==> src/rtl/debounced_updown_counter.sv <==
// Two-input synchroniser/debouncer feeding a WIDTH-bit up/down counter with
// level or edge counting, wrap or saturate limits, clear and load.
module debounced_updown_counter #(
  parameter int WIDTH       = 16,
  parameter int SYNC_STAGES = 4,
  parameter int DB_CYCLES   = 16
) (
  input  logic             clk,
  input  logic             rst,
  input  logic             en_raw,
  input  logic             dir_raw,
  input  logic             edge_mode,
  input  logic             sat_mode,
  input  logic             clear,
  input  logic             load,
  input  logic [WIDTH-1:0] load_val,
  output logic [WIDTH-1:0] count,
  output logic             en_db,
  output logic             dir_db,
  output logic             wrap,
  output logic             at_limit
);

  localparam int CW = $clog2(DB_CYCLES + 1);
  localparam logic [CW-1:0]    CNT_LAST = CW'(DB_CYCLES - 1);
  localparam logic [CW-1:0]    CNT_ONE  = CW'(1);
  localparam logic [WIDTH-1:0] MAX      = '1;
  localparam logic [WIDTH-1:0] ZERO     = '0;
  localparam logic [WIDTH-1:0] ONE      = WIDTH'(1);

  // Index 0 carries the enable, index 1 the direction.
  logic [1:0]             raw;
  logic [SYNC_STAGES-1:0] sync_p0 [2];
  logic [1:0]             db_state_p1;
  logic [CW-1:0]          db_cnt_p1 [2];
  logic                   en_db_q;
  logic                   step;

  assign raw = {dir_raw, en_raw};

  // Next {wrap, count} for a qualified step, honouring wrap/saturate at limits.
  function automatic logic [WIDTH:0] step_next(input logic [WIDTH-1:0] cur,
                                               input logic up,
                                               input logic sat);
    logic [WIDTH:0] r;
    if (up ? (cur == MAX) : (cur == ZERO)) begin
      if (sat) r = {1'b0, cur};
      else     r = {1'b1, (up ? ZERO : MAX)};
    end else begin
      r = {1'b0, (up ? cur + ONE : cur - ONE)};
    end
    return r;
  endfunction

  // Stage p0: synchroniser chains; stage p1: per-input debounce state.
  always_ff @(posedge clk) begin
    if (rst) begin
      for (int i = 0; i < 2; i++) begin
        sync_p0[i]   <= '0;
        db_cnt_p1[i] <= '0;
      end
      db_state_p1 <= '0;
    end else begin
      for (int i = 0; i < 2; i++) begin
        sync_p0[i] <= {sync_p0[i][SYNC_STAGES-2:0], raw[i]};
        if (sync_p0[i][SYNC_STAGES-1] == db_state_p1[i]) begin
          db_cnt_p1[i] <= '0;
        end else if (db_cnt_p1[i] == CNT_LAST) begin
          db_state_p1[i] <= sync_p0[i][SYNC_STAGES-1];
          db_cnt_p1[i]   <= '0;
        end else begin
          db_cnt_p1[i] <= db_cnt_p1[i] + CNT_ONE;
        end
      end
    end
  end

  assign en_db  = db_state_p1[0];
  assign dir_db = db_state_p1[1];
  assign step   = edge_mode ? (en_db & ~en_db_q) : en_db;

  // Stage p2: counter and wrap pulse.
  always_ff @(posedge clk) begin
    if (rst) begin
      count   <= '0;
      wrap    <= 1'b0;
      en_db_q <= 1'b0;
    end else begin
      en_db_q <= en_db;
      if (clear) begin
        count <= '0;
        wrap  <= 1'b0;
      end else if (load) begin
        count <= load_val;
        wrap  <= 1'b0;
      end else if (step) begin
        {wrap, count} <= step_next(count, dir_db, sat_mode);
      end else begin
        wrap <= 1'b0;
      end
    end
  end

  assign at_limit = dir_db ? (count == MAX) : (count == ZERO);

endmodule

==> config.mk <==
export PLATFORM = sky130hd
export DESIGN_NAME = debounced_updown_counter
export DESIGN_NICKNAME = d
export VERILOG_FILES = /design/src/rtl/debounced_updown_counter.sv
export SDC_FILE = /design/constraint.sdc
export NUM_CORES = 1
export LEC_CHECK = 0
export ABC_AREA = 0
export BUFFER_PORTS_ARGS = -buffer_cell sky130_fd_sc_hd__buf_2
export CAP_MARGIN = 20
export CORE_MARGIN = 10
export CORE_UTILIZATION = 60
export DETAILED_ROUTE_END_ITERATION = 7
export GPL_TIMING_DRIVEN = 0
export PLACE_DENSITY = 0.85
export SYNTH_ARGS = -nofsm -noshare
export SYNTH_HDL_FRONTEND = slang
export SYNTH_SLANG_ARGS = --single-unit
export TNS_END_PERCENT = 100
==> constraint.sdc <==
create_clock -name clk -period 4.5 [get_ports clk]
set_clock_uncertainty 0.15 [all_clocks]
set_input_delay 0.225 -clock clk [delete_from_list [all_inputs] [get_ports clk]]
set_output_delay 0.225 -clock clk [all_outputs]
set_load 0.02 [all_outputs]
==> summary.md, run 1 <==
| Metric | Value |
|---|---|
| Post-CTS sizing | `0` |
| CP required | `4.59 ns` |
| Longest Clk Path Bufs | `2` |
| Post-CTS Repair Setup Buffers | `0` |
| DP HPWL | `4730 um` |
| Slew at the pin closest to its max-slew limit | `0.598 ns` |
| Hold_sp | `dir_raw` |
| Final Setup Violations | `0` |
| Final wirelength | `6150 um` |
| Fin crit share | `66.4%` |
| Placer Congestion | `0.885` |
| Final instance area | `2840 um^2` |
| Arrival time worst endpoint | `3.08 ns` |
| Global route overflow | `0` |
| Largest family of logic cells by synthesized area | `compound AO/OA/AOI/OAI gates` |
| Fin util | `75.2%` |
| Compound-Gate Fraction of Synth Area | `22.2%` |
| Post-route minimum period | `2.99 ns` |
| Vias in the first global route | `2221` |
| FF+latch count, synth | `38` |
| Drt first-iter violations | `179` |
| Dpl ws | `1.56 ns` |
| Boundary pin count | `44` |
| Nets | `370` |
| Initial antenna violation count | `0` |
| Post-synth ARST share | `0%` |
| CTS clk-pin slew, worst paths | `0.08 ns` |
| Diodes inserted | `0` |
| Worst Hold Path EP | `sync_p0[0][4]` |
| Final ANT Viol Nets | `0` |
| Clock root buffer | `clkbuf_8` |
| Simple-gate share of the synthesized area | `21.3%` |
| Slew Viols, Final | `0` |
| Die area | `6940 um^2` |
| Worst hold path class | `in -> reg` |
| Worst-skew pair later-pin latency | `0.29 ns` |
| Post-route setup slack | `1.51 ns` |
| Via Count | `2260` |
| Synth Area in Adders | `10.2%` |
| Cells after synthesis | `267` |
| Die X | `83.3 um` |
| Number of detailed-route iterations in the first pass | `4` |
| Leak | `0.00130 uW` |
| Post-synth EDFFs | `10` |
| Sink Count | `38` |
| Seq/Total Area, Yosys | `35.8%` |
| Cts hold-fix bufs | `1` |
| Worst Hold Depth | `2` |
| CP max FO | `14` |
| XOR/XNOR Fraction of Synth Area | `5.46%` |
| Peak VDD IR | `184 uV` |
| Worst Setup End Kind | `flip-flop` |
| DRC errors left | `0` |
| Chip height | `83.3 um` |
| Critical Setup Path Class | `reg -> reg` |
| Max_cap viols | `0` |
| Mux cell area share after synthesis | `1.25%` |
| Synthesized cell area | `2410 um^2` |
| WL per Instance | `16.3 um` |
| H-tree levels | `2` |
| FF-to-FF End | `count[12]` |
| Avg Cell Area, Syn | `9.01 um^2` |
| Port Buf Inserts | `43` |
| R2R setup slack | `1.51 ns` |
| First-pass GRT wire length | `10500 um` |
| Area grow syn2layout | `17.8%` |
| FMAX | `334 MHz` |
| Post-DP Area | `2720 um^2` |
| Reg-to-reg startpoint | `db_state_p1[1]` |
| Gr usage total | `17.8%` |
| Fin. Hold Viols | `0` |
| Worst slew margin | `59.1%` |
| Share of layout cells above drive strength 1 | `20.4%` |
| Count of cell types in the netlist | `53` |
| CTS tree | `done` |
| Primary FF master, synth | `dfxtp_1` |
| Pwr Density | `304 nW/um^2` |
| Most common cell after layout, fill and taps aside | `buf_2` |
| Crit start category | `flip-flop` |
| Largest net degree at the start of global routing | `15` |
| CORE AREA | `3770 um^2` |
| Most frequent cells in the layout | `43 x buf_2, 30 x nor2_1, 28 x dfxtp_1` |
| Ys Warns | `0` |
| Initial Util | `63.8%` |
| Status | `completed` |
| RSZ-0062 raised after global routing | `false` |
| Sum of negative setup slack | `0 ns` |
| CTS buffer count | `5` |
| Routed vias/inst | `6.01` |
| Rows | `22` |
| R2R depth | `9` |
-- where the power goes --
group	internal, uW	leakage [uW]	switching, uW
clock network	165	0.0000514	124
registers	363	0.000332	13.5
logic	84.8	0.000918	111
total	613	0.00130	249
-- worst max path at each step --
stage / from / to / slack (ns) / cells after the start
floorplan: db_state_p1[1] / count[12] / 1.81 / 9
global placement: db_state_p1[1] / count[12] / 1.56 / 9
detailed placement: db_state_p1[1] / count[12] / 1.56 / 9
CTS: db_state_p1[1] / count[12] / 1.53 / 9
global route: db_state_p1[1] / count[12] / 1.34 / 9
finish: db_state_p1[1] / count[12] / 1.51 / 9
-- registers in the layout (all words and copies together), names as in the netlist --
name / flops
count: 16
db_cnt_p1: 10
sync_p0: 8
db_state_p1: 2
en_db_q: 1
wrap: 1
-- area by class of cell --
class,count,area [um^2]
multi-input cells,220,1490
flip-flops and latches,38,861
clock inverters,2,37.5
inverters,10,42.5
plain buffers,8,46.3
repair buffers,44,225
fillers,265,936
clock buffers,6,72.6
well taps,48,60.1
-- Yosys cell counts (3+ instances only) --
cell type / n / area (um^2)
xor2_1: 6 / 52.6
clkbuf_1: 5 / 18.8
a211oi_1: 4 / 30.0
nor2_1: 30 / 113
a21oi_1: 22 / 110
mux2i_1: 3 / 30.0
nand4_1: 6 / 37.5
nor4_1: 4 / 25.0
nor3_2: 3 / 30.0
inv_1: 8 / 30.0
o21a_1: 6 / 45.0
nor2b_1: 9 / 56.3
nor3_1: 5 / 25.0
nand2_1: 15 / 56.3
a21o_1: 6 / 45.0
o21ai_0: 9 / 45.0
nand3_1: 6 / 30.0
ha_1: 18 / 225
o221ai_1: 9 / 78.8
xnor2_1: 9 / 78.8
and3_1: 4 / 25.0
edfxtp_1: 10 / 300
a211o_1: 4 / 35.0
dfxtp_1: 28 / 561
or3_1: 4 / 25.0
o221a_2: 3 / 33.8
-- stage by stage --
step / instances / power, uW / hold WS (ns)
after floorplan: 276 / 524 / 0.147
after global placement: 367 / 572 / 0.268
after detailed placement: 367 / 576 / 0.286
after CTS: 376 / 862 / 0.00752
after global routing: 376 / 902 / 0.00663
final: 376 / 862 / 0.00557
-- cell families (layout without fill, tap and decap cells) --
logic type,count (synthesis),in the layout
adders and majority gates,19,19
buffers and inverters,18,70
xor gates and xnor gates,15,15
other,1,10
AOI/OAI and AO/OA,76,76
and+or+nand+nor,97,97
muxes,3,3
DFF,38,38
-- metal layers --
layer / share of wire (%) / GRT usage (%) / vias up / wire length, um
met1: 41 / 20.1 / 1039 / 2540
met4: 1.6 / 6.77 / 0 / 99
li1: - / - / 1109 / -
met2: 49 / 30.9 / 101 / 2980
met3: 8.4 / 5.08 / 11 / 519
met5: 0 / 0 / - / 0
-- worst max-delay path, cell delays in order (launching register included) --
cell and delay [ns]:
dfxtp_1 0.36, clkbuf_2 0.20, inv_1 0.27, ha_1 0.45, and2b_1 0.16, o2111ai_1 0.20
a2111oi_0 0.65, nor3_1 0.11, nor3_1 0.25, o21a_1 0.14
(Power assumes the default switching activity.)
==> inputs of run 2 (changes only) <==
- CORE_UTILIZATION: 60 -> 50
- PLACE_DENSITY: 0.85 -> 0.76
- clock period: 4.5 -> 2.49 ns (I/O delays scaled with it)
==> run 2 against run 1 <==
Net effect:
- first-iteration DRC count grew 0.56%
- setup slack got worse by 1.5 ns
- global-route usage decreased by 1.1 points
- clock power grew 48%
- final area grew 12%
- critical path depth is 1 higher
- via count is 1.2% higher
- core utilization fell by 7.7 points
- critical path type unchanged
- wire length up 6.2%
==> summary.md, run 2 (synthesis results as in run 1) <==
| Metric | Value |
|---|---|
| Status | `completed` |
| CTS tree | `done` |
| WL per Instance | `16.4 um (+0.36%)` |
| Drt first-iter violations | `180 (+0.56%)` |
| CORE AREA | `4690 um^2 (+24%)` |
| Worst Setup End Kind | `flip-flop` |
| Global route overflow | `0 (unchanged)` |
| Top flop regs | `count x16, db_cnt_p1 x10, sync_p0 x8` |
| Critical-path cell list | `buf_8, clkinvlp_4, buf_12, ha_4, and2b_2, o2111ai_4, a21oi_2, nand4_1, a211o_1, a31oi_1` |
| Initial antenna violation count | `0 (unchanged)` |
| Number of detailed-route iterations in the first pass | `4 (unchanged)` |
| Chip height | `89.4 um (+7.3%)` |
| Final wirelength | `6530 um (+6.2%)` |
| Die X | `89.4 um (+7.3%)` |
| Most flops, register | `count` |
| Post-route minimum period | `2.48 ns (-0.508 ns)` |
| Critical Setup Path Class | `reg -> reg` |
| Clock root buffer | `clkbuf_8` |
| Initial Util | `51.3% (-13 points)` |
| Bufs and invs on worst path | `3 (+1)` |
| Most common cell after layout, fill and taps aside | `buf_2` |
| Fin util | `67.5% (-7.7 points)` |
| Share of layout cells above drive strength 1 | `28.2% (+7.8 points)` |
| Critical path's top delay family | `compound AO/OA/AOI/OAI gates` |
| CTS clk-pin slew, worst paths | `0.08 ns (about the same)` |
| Placer Congestion | `0.894 (+0.96%)` |
| Max stage delay on crit path | `0.36 ns (-0.29 ns)` |
| Crit path from | `db_state_p1[1]` |
| Slew at the pin closest to its max-slew limit | `0.767 ns (+0.169 ns)` |
| CTS buffer count | `5 (unchanged)` |
| Vias in the first global route | `2207 (-0.63%)` |
| CP max FO | `7 (-7)` |
| Max reg flops | `16 (unchanged)` |
| R2R setup slack | `0.008 ns (-1.50 ns)` |
| Final Setup Violations | `0 (unchanged)` |
| Sink Count | `38 (unchanged)` |
| Die area | `7990 um^2 (+15%)` |
| Peak VDD IR | `375 uV (+100%)` |
| Boundary pin count | `44 (unchanged)` |
| Pwr Density | `482 nW/um^2 (+59%)` |
| Leak | `0.00138 uW (+6.3%)` |
| RSZ-0062 raised after global routing | `true` |
| Worst slew margin | `48.6% (-11 points)` |
| Final ANT Viol Nets | `0 (unchanged)` |
| Worst-skew pair later-pin latency | `0.29 ns (about the same)` |
| Via Count | `2288 (+1.2%)` |
| Longest Clk Path Bufs | `2 (unchanged)` |
| Fin crit share | `99.7% (+33 points)` |
| DP HPWL | `4860 um (+2.9%)` |
| Fin. Hold Viols | `0 (unchanged)` |
| Largest net degree at the start of global routing | `14 (-1)` |
| Max_cap viols | `0 (unchanged)` |
| H-tree levels | `2 (unchanged)` |
| First-pass GRT wire length | `10500 um (+0.20%)` |
| CP required | `2.56 ns (-2.03 ns)` |
| Most frequent cells in the layout | `43 x buf_2, 30 x nor2_1, 25 x dfxtp_1` |
| Area grow syn2layout | `31.7%` |
| Final instance area | `3170 um^2 (+12%)` |
| Nets | `386 (+4.3%)` |
| Post-DP Area | `2810 um^2 (+3.5%)` |
| Worst hold path class | `in -> reg` |
| Crit start category | `flip-flop` |
| Port Buf Inserts | `43 (unchanged)` |
| Slew Viols, Final | `0 (unchanged)` |
| Max stage delay cell, worst path | `dfxtp_4` |
| Routed vias/inst | `5.75 (-4.4%)` |
| Diodes inserted | `0 (unchanged)` |
| Rows | `25 (+14%)` |
| Hold_sp | `load_val[11]` |
| Reg-to-reg startpoint | `db_state_p1[1]` |
| Gr usage total | `16.8% (-1.1 points)` |
| FMAX | `403 MHz (+20%)` |
| DRC errors left | `0 (unchanged)` |
| Arrival time worst endpoint | `2.55 ns (-0.53 ns)` |
run 2: worst min-delay path, stage by stage:
cell and delay [ns]:
buf_2 0.09, o221ai_1 0.11, nor2_1 0.09
run 2: per-layer routing:
metal | wire length (um) | global-route usage [%]
met2 | 3300 | 28.8
met3 | 332 | 4.19
met4 | 41 | 4.34
met5 | 0 | 0
met1 | 2860 | 20.3
run 2: cell type report:
type / instances / area [um^2]
multi-input combinational: 220 / 1660
fill: 405 / 1520
sequential: 38 / 867
timing repair buffer: 60 / 383
clock buffer: 6 / 72.6
tap: 54 / 67.6
buffer: 8 / 56.3
inverter: 10 / 46.3
clock inverter: 2 / 15.0
run 2: per-stage QoR:
| stage | cells | total power [uW] | hold WS, ns | TNS [ns] | setup slack [ns] |
|---|---|---|---|---|---|
| 2_1_floorplan | 276 | 959 | 0.0461 | -0.00263 | -0.00263 |
| 3_3_place_gp | 373 | 1050 | 0.191 | -1.38 | -0.267 |
| 3_5_place_dp | 373 | 1050 | 0.194 | -1.46 | -0.259 |
| 4_1_cts | 394 | 1510 | 0.00180 | 0 | 0.00753 |
| 5_1_grt | 398 | 1610 | 0.0329 | -0.0806 | -0.0560 |
| 6_report | 398 | 1530 | 0.00395 | 0 | 0.00801 |
run 2: final timing paths:
path	to	cells past startpoint
worst max register to register	count[14]	10
worst min register to register	sync_p0[0][1]	1
worst min-delay path	count[11]	3
worst max-delay path	count[14]	10
run 2: power breakdown:
part | internal, uW | switching [uW]
combinational | 193 | 224
clock | 197 | 232
sequential | 654 | 26.4
total | 1040 | 483
run 2: repair_timing:
item | in CTS | in global routing
setup buffers | 2 | 4
endpoints found under the setup margin | 9 | 6
pin swaps | 2 | 8
endpoints found under the hold margin | 11 | 0
resized for setup | 7 | 14
hold buffers | 11 | 0
